--- src/rtl/wb_arb_sched_pkg.sv ---
// wb_arb_sched_pkg: shared sizes and FSM state encoding for the grant scheduler.
// The ABORT state exists only when WB_ARB_WATCHDOG_EN is defined.
package wb_arb_sched_pkg;
   localparam int N_MASTER = 4;
   localparam int IDX_W = 2;
`ifdef WB_ARB_WATCHDOG_EN
   typedef enum logic [1:0] {ST_IDLE, ST_GRANT, ST_ABORT} state_e;
`else
   typedef enum logic {ST_IDLE, ST_GRANT} state_e;
`endif
endpackage

--- src/rtl/wb_arb_sched_if.sv ---
// wb_arb_sched_if: request/bus inputs and grant outputs of the scheduler.
// slave is the scheduler side, master is the interconnect side.
interface wb_arb_sched_if;
   import wb_arb_sched_pkg::*;
   logic [N_MASTER-1:0] req_i;
   logic                bus_stb_i;
   logic                bus_ack_i;
   logic [N_MASTER-1:0] grant_o;
   logic [IDX_W-1:0]    grant_idx_o;
   logic                grant_vld_o;
   logic                err_o;
   logic                kill_o;
   modport slave (input req_i, bus_stb_i, bus_ack_i,
                  output grant_o, grant_idx_o, grant_vld_o, err_o, kill_o);
   modport master (output req_i, bus_stb_i, bus_ack_i,
                   input grant_o, grant_idx_o, grant_vld_o, err_o, kill_o);
endinterface

--- src/rtl/wb_arb_sched_rr_pick.sv ---
// wb_arb_sched_rr_pick: combinational round-robin picker, searching from last+1 around to last.
module wb_arb_sched_rr_pick
   import wb_arb_sched_pkg::*;
(
   input  logic [N_MASTER-1:0] req_i,
   input  logic [IDX_W-1:0]    last_i,
   output logic [N_MASTER-1:0] onehot_o,
   output logic [IDX_W-1:0]    idx_o,
   output logic                any_o
);
   always_comb begin
      idx_o = '0;
      // walk the search order backwards so the earliest requester overwrites the rest
      for (int i = N_MASTER; i >= 1; i--)
         if (req_i[IDX_W'(int'(last_i) + i)]) idx_o = IDX_W'(int'(last_i) + i);
      any_o = |req_i;
      onehot_o = any_o ? N_MASTER'(1) << idx_o : '0;
   end
endmodule

--- src/rtl/wb_arb_sched.sv ---
// wb_arb_sched: round-robin Wishbone grant scheduler holding the grant for the whole cycle.
// Define WB_ARB_WATCHDOG_EN to add the stb-without-ack watchdog (ABORT state, err_o, kill_o).
module wb_arb_sched
   import wb_arb_sched_pkg::*;
#(
   parameter int TIMEOUT = 256,
   parameter int CNT_W = 16
) (
   input logic         wb_clk,
   input logic         wb_rst,
   wb_arb_sched_if.slave bus
);
   state_e              st_q, st_d;
   logic [N_MASTER-1:0] grant_q, grant_d, pick_oh;
   logic [IDX_W-1:0]    last_q, last_d, pick_idx;
   logic                pick_any, arb;
   if (TIMEOUT < 2 || TIMEOUT >= (1 << CNT_W)) begin : g_bad_param
      $error("wb_arb_sched: TIMEOUT must be >= 2 and < 2**CNT_W");
   end
   wb_arb_sched_rr_pick u_pick (
      .req_i(bus.req_i), .last_i(last_q), .onehot_o(pick_oh), .idx_o(pick_idx), .any_o(pick_any)
   );
   assign arb = (st_q == ST_IDLE) || !bus.req_i[last_q];
   assign bus.grant_o = grant_q;
   assign bus.grant_vld_o = |grant_q;
   assign bus.grant_idx_o = bus.grant_vld_o ? last_q : '0;
`ifdef WB_ARB_WATCHDOG_EN
   logic [CNT_W-1:0] cnt_q, cnt_d;
   logic             err_q, err_d, kill_q, kill_d;
   assign bus.err_o = err_q;
   assign bus.kill_o = kill_q;
   always_comb begin
      st_d = st_q;
      grant_d = grant_q;
      last_d = last_q;
      err_d = 1'b0;
      kill_d = kill_q;
      cnt_d = (st_q != ST_GRANT || bus.bus_ack_i) ? '0 : cnt_q;
      if (arb) begin
         st_d = pick_any ? ST_GRANT : ST_IDLE;
         grant_d = pick_oh;
         last_d = pick_any ? pick_idx : last_q;
         kill_d = 1'b0;
         cnt_d = '0;
      end else if (st_q == ST_GRANT && bus.bus_stb_i && !bus.bus_ack_i) begin
         if (cnt_q == CNT_W'(TIMEOUT - 1)) begin
            err_d = 1'b1;
            kill_d = 1'b1;
            st_d = ST_ABORT;
         end else cnt_d = (&cnt_q) ? cnt_q : cnt_q + 1'b1;
      end
   end
   always_ff @(posedge wb_clk or posedge wb_rst)
      if (wb_rst) begin
         cnt_q <= '0;
         err_q <= 1'b0;
         kill_q <= 1'b0;
      end else begin
         cnt_q <= cnt_d;
         err_q <= err_d;
         kill_q <= kill_d;
      end
`else
   assign bus.err_o = 1'b0;
   assign bus.kill_o = 1'b0;
   always_comb begin
      st_d = st_q;
      grant_d = grant_q;
      last_d = last_q;
      if (arb) begin
         st_d = pick_any ? ST_GRANT : ST_IDLE;
         grant_d = pick_oh;
         last_d = pick_any ? pick_idx : last_q;
      end
   end
`endif
   // pointer resets to the last master so master 0 wins the first search
   always_ff @(posedge wb_clk or posedge wb_rst)
      if (wb_rst) begin
         st_q <= ST_IDLE;
         grant_q <= '0;
         last_q <= IDX_W'(N_MASTER - 1);
      end else begin
         st_q <= st_d;
         grant_q <= grant_d;
         last_q <= last_d;
      end
endmodule

--- src/flat_wrapper.sv ---
// flat-port wrapper written by rule: the top's interface ports become plain ports
module wb_arb_sched_flat import wb_arb_sched_pkg::*;
#(
   parameter int TIMEOUT = 256,
   parameter int CNT_W = 16
)
  (wb_clk, wb_rst, bus_req_i, bus_bus_stb_i, bus_bus_ack_i, bus_grant_o, bus_grant_idx_o, bus_grant_vld_o, bus_err_o, bus_kill_o);
  wb_arb_sched_if bus_i ();
  input logic wb_clk;
  input logic wb_rst;
  input wire logic [$bits(bus_i.req_i)-1:0] bus_req_i;
  input wire logic [$bits(bus_i.bus_stb_i)-1:0] bus_bus_stb_i;
  input wire logic [$bits(bus_i.bus_ack_i)-1:0] bus_bus_ack_i;
  output wire logic [$bits(bus_i.grant_o)-1:0] bus_grant_o;
  output wire logic [$bits(bus_i.grant_idx_o)-1:0] bus_grant_idx_o;
  output wire logic [$bits(bus_i.grant_vld_o)-1:0] bus_grant_vld_o;
  output wire logic [$bits(bus_i.err_o)-1:0] bus_err_o;
  output wire logic [$bits(bus_i.kill_o)-1:0] bus_kill_o;
  assign bus_i.req_i = bus_req_i;
  assign bus_i.bus_stb_i = bus_bus_stb_i;
  assign bus_i.bus_ack_i = bus_bus_ack_i;
  assign bus_grant_o = bus_i.grant_o;
  assign bus_grant_idx_o = bus_i.grant_idx_o;
  assign bus_grant_vld_o = bus_i.grant_vld_o;
  assign bus_err_o = bus_i.err_o;
  assign bus_kill_o = bus_i.kill_o;
  wb_arb_sched #(.TIMEOUT(TIMEOUT), .CNT_W(CNT_W)) u_core (.wb_clk(wb_clk), .wb_rst(wb_rst), .bus(bus_i));
endmodule
--- config.mk ---
export PLATFORM = sky130hd
export DESIGN_NAME = wb_arb_sched_flat
export DESIGN_NICKNAME = d
export VERILOG_FILES = /design/src/rtl/wb_arb_sched_pkg.sv /design/src/rtl/wb_arb_sched_if.sv /design/src/rtl/wb_arb_sched_rr_pick.sv /design/src/rtl/wb_arb_sched.sv /design/src/flat_wrapper.sv
export SDC_FILE = /design/constraint.sdc
export NUM_CORES = 1
export LEC_CHECK = 0
export ABC_AREA = 1
export CORE_AREA = 4 4 43 45
export CTS_CLUSTER_DIAMETER = 80
export DETAILED_ROUTE_END_ITERATION = 7
export DIE_AREA = 0 0 47 49
export DONT_BUFFER_PORTS = 1
export GPL_ROUTABILITY_DRIVEN = 0
export SETUP_SLACK_MARGIN = 0.2
export SYNTH_ARGS = -nofsm -noshare
export SYNTH_HDL_FRONTEND = slang
export SYNTH_SLANG_ARGS = --single-unit
--- constraint.sdc ---
create_clock -name wb_clk -period 1.5 [get_ports wb_clk]
set_input_delay 0.375 -clock wb_clk [delete_from_list [all_inputs] [get_ports wb_clk]]
set_output_delay 0.375 -clock wb_clk [all_outputs]
set_load 0.005 [all_outputs]
; After elaboration in Yosys (flattened, before gate mapping)
; Index checks and enable logic that the tools add are counted.
; W data, S select, Z words.
[totals]
ff_bits = 7
latchBits = 0
ramBits = 0
mem_bits_ro = 0
inputBits = 8
n_memories = 0
[op_classes]
n_addsub = 4
n_mul = 0
div = 0
n_lt_le_gt_ge = 5
eq_ne = 0
shift = 1
mux = 21
n_bitwise = 1
reduce_logical = 5
[ops]
columns = operator, count
row1 = $lt A2 B4 Y1 const B, 4
row2 = $bmux W1 S2, 5
row3 = $mux W1, 10
row4 = $mux W2, 5
row5 = $reduce_or A4 Y1, 2
row6 = $add A2 B1 Y2 const B, 2
row7 = $add A2 B2 Y2 const B, 2
row8 = $mux W4, 1
row9 = $shl A1 B2 Y4 const A, 1
row10 = $lt A2 B3 Y1 const B, 1
row11 = $reduce_and A2 Y1, 1
row12 = $logic_not A1 Y1, 1
row13 = $logic_or A1 B1 Y1, 1
row14 = $not A1 Y1, 1

; Logic depth before layout (Yosys ltp)
[depth]
word_depth = 10
mapped_depth = 11

; By module
; Synthesis repeated with hierarchy kept, for this count alone.
[unflattened]
cells_unflattened = 109
hier_area_um2 = 646.9
[modules_own_cells]
columns = mod, instances, cells_per_inst, area_per_inst_um2, seq_area_each_um2
row1 = wb_arb_sched, 1, 49, 377.9, 177.7
row2 = wb_arb_sched_rr_pick, 1, 60, 269.0, 0.0

; Worst setup path after synthesis
; No wires, ideal clock.
[synth_timing]
path_type = register to register
start = register u_core.last_q[0]
end = register u_core.grant_q[0] (netlist: u_core.bus.grant_o[0])
setup_ns = 0.117
arrival_ns = 1.199
required_time_ns = 1.383
setup_slack_ns = 0.183
stages_incl_launch_ff = 12
n_path_buf = 0
period_less_slack_ns = 1.317
path_cell_list = dfstp_2 inv_1 nand2_1 nand2_2 nand2_2 nand2_2 nand2_2 nand2_2 nand2_2 nand2_2 nand3_1 nand2_1
[synth_via]
elab_chain_len = 10
[synth_lines]
columns = item, line_no
row1 = from (decl), wb_arb_sched.sv:15  ; logic [IDX_W-1:0] last_q, last_d, pick_idx;
row2 = from (signal assigned), wb_arb_sched.sv:82  ; last_q <= IDX_W'(N_MASTER - 1);
row3 = from (signal assigned), wb_arb_sched.sv:86  ; last_q <= last_d;
row4 = $add A2 B1 Y2, wb_arb_sched_rr_pick.sv:15  ; if (req_i[IDX_W'(int'(last_i) + i)]) idx_o = IDX_W'(int'(last_i) + i);
row5 = $bmux W1 S2, wb_arb_sched_rr_pick.sv:15
row6 = $mux W1 (implied by the code) (2 in series), wb_arb_sched_rr_pick.sv:15
row7 = $mux W2 (4 in series), wb_arb_sched_rr_pick.sv:15
row8 = $shl A1 B2 Y4, wb_arb_sched_rr_pick.sv:17  ; onehot_o = any_o ? N_MASTER'(1) << idx_o : '0;
row9 = $mux W4, wb_arb_sched_rr_pick.sv:17
row10 = to (signal assigned), wb_arb_sched.sv:85  ; grant_q <= grant_d;
row11 = to (decl), wb_arb_sched.sv:14  ; logic [N_MASTER-1:0] grant_q, grant_d, pick_oh;
; Several ways; a longest one is shown, not always the timed one. The select of a mux whose other input is x is not followed.
; A chain may end at the register's enable or synchronous reset.

; Final worst setup path
[layout_timing]
start = register u_core.last_q[0]
end = register u_core.grant_q[2] (netlist: u_core.bus.grant_o[2])
; The elaborated chain is that of the path after synthesis.

==> impl_results.md <==
* Status: complete, but fails checks
* Failing checks: negative setup slack
* Leakage power at just under 0.0005 µW
* Placed instance count at about 110
* #FFs+latches synth at 7
* GRT Util Overall at 0.1292
* I/O pins at 17
* Post-Syn Area at approximately 580 µm²
* Post-synthesis sequential area ratio at 0.3087
* Commonest cells after routing, fill and taps aside: 16 x nand2_4, 15 x nand2_2, 12 x nand2_1
* Minimum clock period at 1.533 ns
* Clock-pin slew on the worst setup and hold paths at ~0.04 ns
* Synth area leaders: dfrtp_1 22%, nand2_1 19%, nand2_2 16%, dfstp_2 9.1%, inv_1 7.2%
* Final hold violations at 0
* VDD IR-drop max at about 1.4 mV
* Peak Freq at around 650 MHz
* Slew Limit Fails at 0
* Setup ws final at -0.03263 ns
* Net load switching power at 1262 µW
* Core area at ~0.0015 mm²
* Number of global-route vias before repair at 567
* First-pass GRT wire length at approximately 2200 µm
* Max-cap violations at 0
* # setup viols final at 7
* Initial antenna violation count at 0
* Post-Route WL at roughly 1400 µm
* RSZ-0062 raised after global routing: yes
* Die X at ~47 µm
* Crit end category: register
* Avg Vias per Cell at around 5
* Starting Density at 0.3912
* N_diodes at 0
* R2r startpoint: u_core.last_q[0]
* CP Max Fanout at 5
* Post-synth top area share at 0.2174
* Commonest non-fill, non-tap cell in the layout: nand2_4
* Avg Cell Area, Syn at roughly 6.5 µm²
* Power share of the sequential group at 0.164
* Switching Share at 0.5165
* Worst hold path endpoint: u_core.st_q
* Worst hold-check path type: input pin to register
* Vias at between 500 and 600
* Port Buf Inserts at 0
* Final Skew at around 0.00018 ns
* Hold Crit Depth at 2
* Pre-antenna DRT Iters at 4
* Post-route insts no fill at approximately 110
* Comb pwr share at 0.772
* Die area at around 0.0023 mm²
* Worst skew pair latency at between 0.2 and 0.25 ns
* WL/cell at between 10 and 15 µm
* Fill count at 122
* H-tree depth at 1
* Cells after Synth at slightly below 90
* Die Y at roughly 49 µm
* Share of post-route cells with drive strength above 1 at 0.6327
* RR Endpoint: u_core.bus.grant_o[2]
* R2R Setup Slk at -0.03 ns
* Clk buf depth at 2
* Root buffer cell: clkbuf_4
* Worst Reg-to-Reg Cells at 11
* Final setup TNS at -0.1193 ns
* Std-Cell Rows at 14
* Critical Path RT at roughly 1.7 ns
* Clock Power Share at 0.064
* Largest net degree at the start of global routing at 10
* HP Start: bus_req_i[0]
* ANT nets after route at 0
* Final Cycle Share at 1.022
* GRT Residual Overflow at 0
* CTS tree: yes
* Nets@finish at 107
* Warnings from Yosys at 0
* Initial drt markers at 5
* Sinks on Clock Net at 7
* Setup CP Type: register to register
* Startpoint class of the critical path: register
* Hpwl dp at 959.7 µm
* Pwr dens at about 2700 mW/mm²
* Drt drc at 0
* Total CTS buffers at 3
* Post-synth top area cell: dfrtp_1
* Post-synth cell types at 18
* Area grow syn2layout at 56.74%
* Pint at approximately 1200 µW
* CP arrival at around 1.7 ns
==> stage by stage <==
| stage | cell area [µm²] | worst slack (ns) | hold slack, ns | power (µW) | util |
|---|---|---|---|---|---|
| floorplan | 579.3 | 0.1833 | 0.1769 | 1273 | - |
| global placement | 608.1 | 0.02072 | 0.2024 | 1511 | 0.4133 |
| detailed placement | 608.1 | 0.01716 | 0.2049 | 1524 | 0.4133 |
| CTS | 760.7 | -0.01728 | 0.3326 | 1989 | 0.5170 |
| global route | 902.1 | -0.1358 | 0.3396 | 2650 | 0.6131 |
| finish | 902.1 | -0.03263 | 0.3360 | 2444 | 0.6131 |
==> registers in the layout, summed over array words and instances, names as in the netlist <==
name and count:
u_core.last_q 2, u_core.bus.grant_o 4, u_core.st_q 1
==> synth_stat cells <==
cell type,instances
o21ai_0,1
o21ai_2,2
buf_6,1
buf_4,2
nand4_1,3
nand3_1,5
inv_1,11
conb_1,1
o21ai_1,2
nor2_1,2
nand2_1,29
a21oi_2,1
nand3_2,1
nand2_2,15
inv_2,4
nor4_1,1
dfstp_2,2
dfrtp_1,5
==> logic make-up after synthesis <==
family | count (synthesis) | synth area share
buffers and inverters | 18 | 0.1435
AO/OA/AOI/OAI | 6 | 0.07174
AND/OR/NAND/NOR | 56 | 0.4696
flip-flops | 7 | 0.3087
other | 1 | 0.006515
==> power by group through the flow <==
stage | combinational, µW | clock, µW | sequential (µW)
finish | 1890 | 157 | 401
detailed placement | 1160 | 0 | 361
CTS | 1440 | 166 | 381
global route | 2060 | 180 | 411
floorplan | 932 | 0 | 341
global placement | 1150 | 0 | 362
==> cell type report <==
type | count | area (µm²) | area share
tap | 16 | 20.02 | 0.02219
timing repair buffer | 8 | 100.1 | 0.1110
clock buffer | 4 | 26.28 | 0.02913
sequential | 7 | 177.7 | 0.1969
multi-input combinational | 64 | 516.7 | 0.5728
inverter | 15 | 61.31 | 0.06796
==> worst max path at each step <==
stage / from / depth (start not counted) / slack [ns] / end
final: u_core.last_q[0] / 11 / -0.03 / u_core.bus.grant_o[2]
after global routing: u_core.bus.grant_o[0] / 3 / -0.14 / bus_grant_idx_o[0]
after detailed placement: u_core.last_q[0] / 11 / 0.02 / u_core.bus.grant_o[2]
after global placement: u_core.last_q[0] / 11 / 0.02 / u_core.bus.grant_o[2]
after CTS: u_core.bus.grant_o[2] / 3 / -0.02 / bus_grant_idx_o[0]
after floorplan: u_core.last_q[0] / 11 / 0.18 / u_core.bus.grant_o[0]
==> timing repair <==
action	CTS	global route
buffers inserted	1	2
hold buffers	1	0
pin swaps	4	17
cloned	0	1
hold endpoints to repair	5	0
endpoints found under the setup margin	9	9
gates resized for setup	29	23
==> routing by layer <==
layer  track usage  share of wire  up-vias
met1        0.1554           0.37      271
li1              -              -      290
met3       0.05904          0.063        0
met5             0              0        -
met4      0.009217              0        0
met2        0.2149           0.57       14
==> worst max-delay path, cell delays in order (launching register included) <==
cell	delay (ns)
dfstp_2	0.61
buf_12	0.16
nand2_4	0.05
nand2_4	0.07
nand2_2	0.08
nand2_1	0.09
inv_2	0.05
nand2_2	0.07
nand2_4	0.06
nand2_4	0.08
nand3_2	0.07
nand2_1	0.07
(Power assumes the default switching activity.)
